==> src/rtl/note_sequencer_ctrl.sv <==
// Note-table sequencer: steps through programmable {rest, note, dur} entries
// and drives freq_select/gate for the square-wave generator.
module note_sequencer_ctrl #(
    parameter int TICK_DIV  = 50000,
    parameter int DEPTH     = 16,
    parameter int ADDR_W    = 4,
    parameter int DUR_W     = 8,
    parameter int GAP_TICKS = 10
) (
    input  logic              clk,
    input  logic              reset_n,
    input  logic              wr_en,
    input  logic [ADDR_W-1:0] wr_addr,
    input  logic [7+DUR_W-1:0] wr_data,
    input  logic              start,
    input  logic              stop,
    input  logic              loop_en,
    output logic [5:0]        freq_select,
    output logic              gate,
    output logic              busy,
    output logic              done,
    output logic [ADDR_W-1:0] cur_addr
);

    localparam int PC_W  = (TICK_DIV > 1) ? $clog2(TICK_DIV) : 1;
    localparam int GC_W  = (GAP_TICKS > 0) ? $clog2(GAP_TICKS + 1) : 1;
    localparam int ENT_W = 7 + DUR_W;

    typedef enum logic [2:0] {S_IDLE, S_FETCH, S_PLAY, S_GAP, S_DONE} state_t;

    state_t            state_q, state_d;
    logic [ADDR_W-1:0] addr_q, addr_d;
    logic [PC_W-1:0]   pcnt_q, pcnt_d;
    logic [DUR_W-1:0]  dcnt_q, dcnt_d;
    logic [GC_W-1:0]   gcnt_q, gcnt_d;
    logic [5:0]        freq_q, freq_d;
    logic              gate_q, gate_d;
    logic              busy_q, busy_d;
    logic              done_q, done_d;

    logic [ENT_W-1:0]  mem [DEPTH];
    logic [ENT_W-1:0]  rd_q;
    logic              tick, advance, seq_end;

    wire              rd_rest = rd_q[ENT_W-1];
    wire [5:0]        rd_note = rd_q[ENT_W-2 -: 6];
    wire [DUR_W-1:0]  rd_dur  = rd_q[DUR_W-1:0];

    assign tick = (pcnt_q == PC_W'(TICK_DIV - 1));

    // Read address follows the next-state address so the entry is ready in FETCH.
    always_ff @(posedge clk) begin
        if (wr_en && state_q == S_IDLE)
            mem[wr_addr] <= wr_data;
        rd_q <= mem[addr_d];
    end

    always_comb begin
        state_d = state_q;
        addr_d  = addr_q;
        pcnt_d  = tick ? '0 : pcnt_q + 1'b1;
        dcnt_d  = dcnt_q;
        gcnt_d  = gcnt_q;
        freq_d  = freq_q;
        gate_d  = gate_q;
        done_d  = 1'b0;
        advance = 1'b0;
        seq_end = 1'b0;

        case (state_q)
            S_IDLE: begin
                gate_d = 1'b0;
                if (start) begin
                    state_d = S_FETCH;
                    addr_d  = '0;
                end
            end
            S_FETCH: begin
                if (rd_dur == '0) begin
                    seq_end = 1'b1;
                end else begin
                    state_d = S_PLAY;
                    freq_d  = rd_note;
                    gate_d  = ~rd_rest;
                    dcnt_d  = rd_dur;
                    pcnt_d  = '0;
                end
            end
            S_PLAY: begin
                if (tick) begin
                    dcnt_d = dcnt_q - 1'b1;
                    if (dcnt_q == DUR_W'(1)) begin
                        gate_d = 1'b0;
                        if (GAP_TICKS == 0) begin
                            advance = 1'b1;
                        end else begin
                            state_d = S_GAP;
                            gcnt_d  = GC_W'(GAP_TICKS);
                            pcnt_d  = '0;
                        end
                    end
                end
            end
            S_GAP: begin
                if (tick) begin
                    gcnt_d = gcnt_q - 1'b1;
                    if (gcnt_q == GC_W'(1))
                        advance = 1'b1;
                end
            end
            S_DONE: begin
                gate_d  = 1'b0;
                state_d = S_IDLE;
            end
            default: state_d = S_IDLE;
        endcase

        if (advance) begin
            if (addr_q == ADDR_W'(DEPTH - 1)) begin
                seq_end = 1'b1;
            end else begin
                addr_d  = addr_q + 1'b1;
                state_d = S_FETCH;
            end
        end

        if (seq_end) begin
            gate_d = 1'b0;
            if (loop_en) begin
                addr_d  = '0;
                state_d = S_FETCH;
            end else begin
                state_d = S_DONE;
                done_d  = 1'b1;
            end
        end

        // Abort wins over any transition, including a same-cycle start.
        if (stop) begin
            state_d = S_IDLE;
            addr_d  = addr_q;
            gate_d  = 1'b0;
            done_d  = 1'b0;
        end

        busy_d = (state_d != S_IDLE);
    end

    always_ff @(posedge clk or negedge reset_n) begin
        if (!reset_n) begin
            state_q <= S_IDLE;
            addr_q  <= '0;
            pcnt_q  <= '0;
            dcnt_q  <= '0;
            gcnt_q  <= '0;
            freq_q  <= 6'd33;
            gate_q  <= 1'b0;
            busy_q  <= 1'b0;
            done_q  <= 1'b0;
        end else begin
            state_q <= state_d;
            addr_q  <= addr_d;
            pcnt_q  <= pcnt_d;
            dcnt_q  <= dcnt_d;
            gcnt_q  <= gcnt_d;
            freq_q  <= freq_d;
            gate_q  <= gate_d;
            busy_q  <= busy_d;
            done_q  <= done_d;
        end
    end

    assign freq_select = freq_q;
    assign gate        = gate_q;
    assign busy        = busy_q;
    assign done        = done_q;
    assign cur_addr    = addr_q;

endmodule

==> config.mk <==
export PLATFORM = sky130hd
export DESIGN_NAME = note_sequencer_ctrl
export DESIGN_NICKNAME = d
export VERILOG_FILES = /design/src/rtl/note_sequencer_ctrl.sv
export SDC_FILE = /design/constraint.sdc
export NUM_CORES = 1
export LEC_CHECK = 0
export CORE_ASPECT_RATIO = 1.75
export CORE_MARGIN = 2
export CORE_UTILIZATION = 35
export CTS_BUF_LIST = sky130_fd_sc_hd__clkbuf_16
export CTS_CLUSTER_SIZE = 28
export DETAILED_ROUTE_END_ITERATION = 10
export PLACE_DENSITY = 0.5
export SYNTH_ARGS = -nofsm -noshare
export SYNTH_HDL_FRONTEND = slang
export SYNTH_SLANG_ARGS = --single-unit
==> constraint.sdc <==
create_clock -name clk -period 6.4 [get_ports clk]
set_clock_uncertainty 0.1 [all_clocks]
set_input_delay 1.28 -clock clk [delete_from_list [all_inputs] [get_ports clk]]
set_output_delay 1.28 -clock clk [all_outputs]
set_load 0.02 [all_outputs]
==> Yosys cells after proc, flatten, opt, wreduce, memory -nomap -nowiden <==
Memories as Yosys holds them, arrays and structs flattened. A register that Yosys moved wholly into a read port is not among the register bits.
Cells that the tools add are included.
{ "totals": {"register_bits": 44, "mem_bits_rw": 240, "in_bits": 25, "out_inout_bits": 13, "word_cells": 90, "n_memories": 1} }
{ "memory_table": {"columns": ["memory", "words", "word_bits", "rd", "rd_clocked_by_memory_dff", "wr", "line_no", "source"], "rows": [
  ["mem", 16, 15, 1, 1, 1, "41", "logic [ENT_W-1:0] mem [DEPTH];"]
]} }
{ "op_classes": {"add_sub_neg": 4, "n_eq_ne": 15, "mux": 47, "bitwise": 2, "reduce_logical": 12} }
{ "ops": {"columns": ["cell", "count"], "rows": [
  ["16-bit two-way mux", 4],
  ["4-bit two-way mux", 10],
  ["16-bit case mux with 2 select lines", 1],
  ["3-bit two-way mux", 9],
  ["1-bit two-way mux", 17],
  ["16-bit by 1-bit adder with 16-bit output, second input constant", 1],
  ["16-bit equality test, second input constant", 1],
  ["8-bit two-way mux", 2],
  ["8-bit case mux with 2 select lines", 1],
  ["4-bit != test, second input constant", 3],
  ["3-bit case mux with 4 select lines", 1],
  ["8-bit by 1-bit equality test with 1-bit output, second input constant", 1],
  ["8-bit zero test", 1],
  ["2-bit != test, second input constant", 4],
  ["4-bit case mux with 2 select lines", 1],
  ["4-bit AND reduction", 2],
  ["8-bit by 1-bit subtractor with 8-bit output, second input constant", 1],
  ["3-bit by 2-bit equality test with 1-bit output, second input constant", 2],
  ["5-bit nonzero test", 1],
  ["4-bit by 1-bit adder with 4-bit output, second input constant", 1],
  ["4-bit by 1-bit equality test with 1-bit output, second input constant", 1],
  ["4-bit equality test, second input constant", 1],
  ["2-bit nonzero test", 2],
  ["4-bit by 1-bit subtractor with 4-bit output, second input constant", 1],
  ["10 further kinds", 11]
]} }

==> Logic depth before layout (Yosys ltp) <==
Gate-level depths: netlist of run 1.
{ "logic_depth": {"ltp_word": 9, "depth_mapped": 13, "mapped_depth_nobuf": 11} }

==> Least setup slack after synthesis of run 1 <==
Ideal clock, no wire load.
{ "synth_path": {"kind": "in2reg", "from": "input port start", "to": "register rd_q[10] (read register of mem)", "setup_ps": 126, "arrival_ps": 3070, "required_time_ps": 6174, "slack_ps": 3104, "stages": 9, "path_buffers": 3, "path_cell_list": "or4b_4 -> a211oi_2 -> o21bai_1 -> or2_1 -> buf_2 -> buf_2 -> buf_2 -> a311oi_2 -> nor4_2"} }
{ "synth_via": {"elab_chain_len": 7} }
{ "synth_rtl": {"columns": ["item", "line_no", "source"], "rows": [
  ["from (decl)", "15", "input logic start,"],
  ["4-bit two-way mux (*)", "73", "if (start) begin"],
  ["4-bit two-way mux (*)", "70", "case (state_q)"],
  ["4-bit two-way mux", "119", "if (addr_q == ADDR_W'(DEPTH - 1)) begin"],
  ["4-bit two-way mux (*)", "118", "if (advance) begin"],
  ["4-bit two-way mux", "129", "if (loop_en) begin"],
  ["4-bit two-way mux (*)", "127", "if (seq_end) begin"],
  ["4-bit two-way mux (*)", "139", "if (stop) begin"],
  ["to (decl)", "42", "logic [ENT_W-1:0] rd_q;"]
]} }
Every way passes the cells marked *; elsewhere a longest branch is shown, timed or not.
A chain may end at the register's enable or synchronous reset.

==> Worst setup path after layout of run 1 <==
{ "layout_path": {"from": "input port loop_en", "to": "register rd_q[1] (read register of mem)"} }
{ "layout_via": {"elab_chain_len": 3} }
{ "layout_rtl": {"columns": ["item", "line_no", "source"], "rows": [
  ["from (decl)", "17", "input logic loop_en,"],
  ["4-bit two-way mux", "129", null],
  ["4-bit two-way mux", "127", null],
  ["4-bit two-way mux", "139", null]
]} }
Every way passes these cells.

==> qor.yml, run 1 <==
cp.arrival_ns: 4.34
grt_pass1_vias: 8094
synth_cell_types: 69
drc_errors: 0
avgRoutedWirePerCell_microns: 22.1
drt-initial-drc-count: 385
relSlewSlack_pct: 27.3
worstHoldStart: "pcnt_q[0]"
start_util_pct: 35.5
crit_required_ns: 6.74
seq_area_frac_synth_pct: 63.1
maxCapViolCount: 0
setup.worst_path.end_class: "flop"
tns_ns: 0
timing.rr.start: "gcnt_q[1]"
power_mw: 4.77
port-buffer-count: 37
synth_area_leader_cell: "edfxtp_1"
period_share_pct: 62.5
htreeDepth: 1
syn_inst: 979
ir_worst_vdd_mv: 0.164
hold_violations: 0
clk_pin_slew_ns: 0.06
antenna_found_initial: 0
fmax_ghz: 0.250
layout-drive-gt1-share_pct: 12.2
syn_area_sq_um: 13600
vias_per_cell: 5.28
gp_congestion: 0.801
worst_slack_ns: 2.40
cts_sinks: 299
dieArea_sq_um: 40600
grt_max_degree: 68
status: "finished, final reports clean"
first_pass_iters: 6
crit_type: "in2reg"
postSynthAreaPerCell_sq_um: 13.9
grt_pass1_wl_mm: 49.9
synth_top_flop_cell: "edfxtp_1"
synth_edf_count: 240
hold_buffers: 0
syn_to_final_growth_pct: 13.3
grt_use_total_pct: 16.3
hold_path.class: "reg2reg"
clock_latency_ns: 0.58
cts_setup_buffers: 0
synth_area_leaders: "edfxtp_1 53%, mux2i_1 16%, dfrtp_1 7.7%"
path_max_fanout: 46
critPathLaunch: "loop_en"
final_core_util_pct: 40.3
synth_common_cells: "240 x edfxtp_1, 221 x mux2i_1, 93 x nor2_1, 50 x nand2_1, 42 x dfrtp_1"
yosysMostFrequentCell: "edfxtp_1"
p_leak_nw: 5.61
nets: 1047
final-max-slew-violation-count: 0
via_count: 8042
cts_buffer_depth: 3
fp-row-count: 95
num_antenna_cells: 0
nFillCells: 3540
post-place-ws_ns: 1.86
final_area_sq_um: 15500
placed_area_sq_um: 14600
rsz0062_at_grt: "no"
yosys.area.top_type_share_pct: 52.8
dpl.hpwl_mm: 20.3
setup_viol: 0
yosys_warnings: 0
fin_crit_ns: 4.00
die_h_microns: 265
ant_nets: 0
cts_made_buffers: 29
ys_async_sr_fraction_pct: 14.7
grt_overflow: 0
cts_tree: "done"
die_w_microns: 153
drt-total-wl_mm: 33.6
p_per_area_nw_per_um2: 308
core_region_area_sq_um: 38400
cts_resized: 0
synth_seq_cells: 299
worst_pin_slew_ns: 1.09
ctsRootBufferMaster: "clkbuf_16"
startpoint_type: "input port"
io_pins: 38
synth_nets: 1010
## registers in the layout (all words and copies together), names as in the netlist, 3 cells and up
register and cells:
pcnt_q 16, rd_q 15, mem 240, state_q 3, dcnt_q 8, gcnt_q 4
freq_select 6, cur_addr 4
## logic make-up after synthesis
kind of cell / synth area share, %
AO/OA/AOI/OAI: 7.16
XOR/XNOR: 1.03
adder cells (fa/ha/maj): 0.550
buffers and inverters: 2.90
flip-flops: 63.1
multiplexers: 16.7
AND/OR/NAND/NOR: 8.55
## layer usage
layer | up-vias | share of wire [%] | track usage, %
met3 | 55 | 3.3 | 1.78
met4 | 0 | 3.2 | 5.88
met5 | - | 0 | 0
li1 | 3790 | - | -
met2 | 136 | 52 | 29.6
met1 | 4061 | 42 | 19.9
## worst paths after layout
| check | end | slack (ns) | cells after the start |
|---|---|---|---|
| max in group asynchronous | done | 5.08 | 2 |
| worst max register to register | rd_q[1] | 2.64 | 11 |
| worst min register to register | pcnt_q[0] | 0.36 | 1 |
| worst max-delay path | rd_q[1] | 2.40 | 10 |
| min in group asynchronous | gcnt_q[1] | 0.71 | 2 |
| worst min-delay path | pcnt_q[0] | 0.36 | 1 |
## where the power goes
| part | switching, mW | internal, mW |
|---|---|---|
| logic | 0.483 | 0.377 |
| registers | 0.104 | 2.23 |
| clock network | 0.715 | 0.855 |
| total | 1.30 | 3.46 |
## cell type report
class                      count  area [sq um]  area share, %
sequential                   299          8610           55.7
multi-input combinational    609          4720           30.5
clock buffer                  29           726           4.70
timing repair buffer          63           611           3.95
tap                          485           607           3.93
clock inverter                23           126          0.818
inverter                      14          52.6          0.340
## worst max-delay path, stage by stage
cell and delay (ns):
clkdlybuf4s50_1 0.67, inv_1 0.10, and4_1 0.22, a211oi_2 0.25, o21bai_1 0.17, a21oi_4 0.18
buf_4 0.70, mux2i_1 0.28, a211oi_1 0.10, nor4_1 0.36
## through the flow
stage	hold WS [ns]	std cells
floorplan	0.324	979
global placement	0.337	1470
detailed placement	0.347	1470
CTS	0.356	1522
global route	0.376	1522
finish	0.355	1522
## cells in the final DEF (no fill, tap or decap), drive strengths merged, types with 2 or more instances in the layout
cell type and instances:
nand2b 5, and3 7, nor2 94, nand2 51, clkdlybuf4s50 36, clkbuf 29, nor3b 4, dfrtp 42
mux2i 221, o211ai 2, and4 2, o221ai 2, clkinv 10, nor3 14, dfstp 2, a22oi 3
xnor2 6, a311oi 15, a211oi 30, inv 25, nand3 10, a32oi 3, or3 4, o21ai 36
a31oi 3, buf 27, mux2 6, xor2 10, and2 3, or2 3, ha 6, nor4 18
a21oi 29, edfxtp 240, nand4 4, dfxtp 15
No activity file was read; power rests on OpenSTA's default activity.
==> run 2: changes to the inputs <==
==> constraint.sdc (replaced) <==
create_clock -name clk -period 3.9 [get_ports clk]
set_clock_uncertainty 0.1 [all_clocks]
set_input_delay 0.78 -clock clk [delete_from_list [all_inputs] [get_ports clk]]
set_output_delay 0.78 -clock clk [all_outputs]
set_load 0.02 [all_outputs]
==> qor.yml, run 2 (synthesis gave the netlist of run 1 again) <==
p_switching_mw: 2.18  # +68%
fp-row-count: 95  # unchanged
cp_slowest_cell: "inv_2"
die_h_microns: 265  # unchanged
avgRoutedWirePerCell_microns: 21.9  # -0.80%
final_area_sq_um: 15800  # +2.5%
cp.arrival_ns: 3.98  # -0.36 ns
tns_ns: 0  # unchanged
reg_top3: "mem: 240 flops, pcnt_q: 16 flops, rd_q: 15 flops"
clk_pin_slew_ns: 0.06  # about the same
via_count: 8150  # +1.3%
setup_viol: 0  # unchanged
fin_crit_ns: 3.64
worst_pin_slew_ns: 0.973  # -0.117 ns
ant_nets: 0  # unchanged
power_frac_seq_pct: 46.2  # -2.8 points
p_clk_share_pct: 36.3  # +3.3 points
p_int_mw: 6.12  # +77%
dpl.hpwl_mm: 22.0  # +8.7%
swShare_pct: 26.3  # -1.0 points
routed-wl-met2_mm: 18.1  # +3.9%
port-buffer-count: 37  # unchanged
largest_reg_flops: 240  # unchanged
final_cell_mix: "240 x edfxtp_1, 221 x mux2i_1, 81 x nor2_1"
top_register: "mem"
slowest_delay_ns: 0.50  # -0.20 ns
status: "finished, final reports clean"
drt-initial-drc-count: 385  # unchanged
setup.worst_path.end_class: "flop"
relSlewSlack_pct: 35.1  # +7.8 points
gp_congestion: 0.815  # +1.7%
grt_overflow: 0  # unchanged
cts_sinks: 299  # unchanged
start_util_pct: 35.5  # unchanged
antenna_found_initial: 1  # +1
hold_buffers: 0  # unchanged
wl_met3_microns: 986  # -11%
num_antenna_cells: 0  # unchanged
cts_buffer_depth: 3  # unchanged
final_cells: 1548  # +1.7%
vias_per_cell: 5.26  # -0.36%
crit_type: "reg2reg"
drc_errors: 0  # unchanged
clock_latency_ns: 0.56  # -0.02 ns
maxCapViolCount: 0  # unchanged
grt_pass1_vias: 8458  # +4.5%
crit_required_ns: 4.24  # -2.50 ns
combPwrFrac_pct: 17.5  # -0.5 points
ir_worst_vdd_mv: 0.320  # +95%
grt_max_degree: 60  # -12%
core_region_area_sq_um: 38400  # unchanged
top_layer: "met5"
dp.cells: 1495  # +1.7%
path_max_fanout: 16  # -65%
die_w_microns: 153  # unchanged
htreeDepth: 1  # unchanged
ctsRootBufferMaster: "clkbuf_16"
wl_met1_mm: 13.8  # -1.3%
hold_path.class: "in2async"
grt_pass1_wl_mm: 51.3  # +2.7%
rsz0062_at_grt: "no"
final_common_cell: "edfxtp_1"
cp_cell_sequence: "inv_1, ha_1, nor4bb_1, and2_1, nand2b_4, nor4b_4, a21oi_4, inv_2, buf_4, mux2i_1, a211oi_1, nor4_1"
cts_made_buffers: 29  # unchanged
fmax_ghz: 0.274
cts_setup_buffers: 0  # unchanged
grt_use_total_pct: 16.6  # +0.31 points
startpoint_type: "flop"
syn_to_final_growth_pct: 16.1
rrSetupSlack_ns: 0.26  # -2.38 ns
nFillCells: 3510  # -0.85%
hold_violations: 0  # unchanged
io_pins: 38  # unchanged
layout-drive-gt1-share_pct: 15.1  # +2.9 points
worst-path-buf-inv: 3  # unchanged
final-max-slew-violation-count: 0  # unchanged
p_per_area_nw_per_um2: 524  # +70%
cts_resized: 0  # unchanged
period_share_pct: 93.4
nets: 1072  # +2.4%
dieArea_sq_um: 40600  # unchanged
cts_tree: "done"
drt-total-wl_mm: 33.9  # +0.90%
p_leak_nw: 5.78  # +3.1%
first_pass_iters: 5  # -1
path_delay_family: "simple AND/OR/NAND/NOR gates"
placed_area_sq_um: 14800  # +1.5%
run 2: cell type report:
class / instances / area (sq um) / area share (%)
sequential: 299 / 8610 / 54.3
multi-input combinational: 609 / 4710 / 29.8
timing repair buffer: 88 / 836 / 5.28
clock buffer: 29 / 726 / 4.58
tap: 485 / 607 / 3.83
clock inverter: 24 / 298 / 1.88
inverter: 14 / 52.6 / 0.332
run 2: worst reg2reg max path: cells and delay by family, from the launching register on:
kind            cells  cell delay [ns]
compound gates      2             0.17
mux                 1             0.21
buf+inv             3             0.89
flops               1             0.40
fa+ha+maj           1             0.15
simple gates        5             1.61
run 2: power groups by stage:
stage          registers [mW]  logic [mW]  clock network, mW
4_1_cts                  3.84        1.48               3.09
2_1_floorplan            3.87       0.983                  0
6_report                 3.84        1.45               3.01
3_5_place_dp             3.91        1.47                  0
5_1_grt                  3.86        1.58               3.20
3_3_place_gp             3.91        1.47                  0
run 2: final timing paths:
path / cells after the start / to / start
worst max-delay path: 12 / rd_q[14] / gcnt_q[1]
worst min-delay path: 1 / dcnt_q[6] / reset_n
worst max register to register: 12 / rd_q[14] / gcnt_q[1]
worst min register to register: 1 / pcnt_q[0] / pcnt_q[0]
max in group asynchronous: 2 / freq_select[0] / reset_n
min in group clk: 1 / pcnt_q[0] / pcnt_q[0]
run 2: metrics by stage:
stage               setup slack, ns  hold WS [ns]  utilization [%]  total power [mW]
finish                        0.257         0.187             41.3              8.30
global route                 0.0600         0.232             41.3              8.65
CTS                           0.274         0.188             41.3              8.41
detailed placement            0.146         0.344             38.6              5.38
global placement              0.194         0.338             38.6              5.38
floorplan                      1.02         0.324                -              4.86
run 2: per-layer routing:
| layer | up-vias | global-route usage [%] |
|---|---|---|
| li1 | 3840 | - |
| met1 | 4110 | 19.5 |
| met2 | 135 | 31.5 |
| met3 | 63 | 1.61 |
| met4 | 2 | 5.56 |
| met5 | - | 0 |
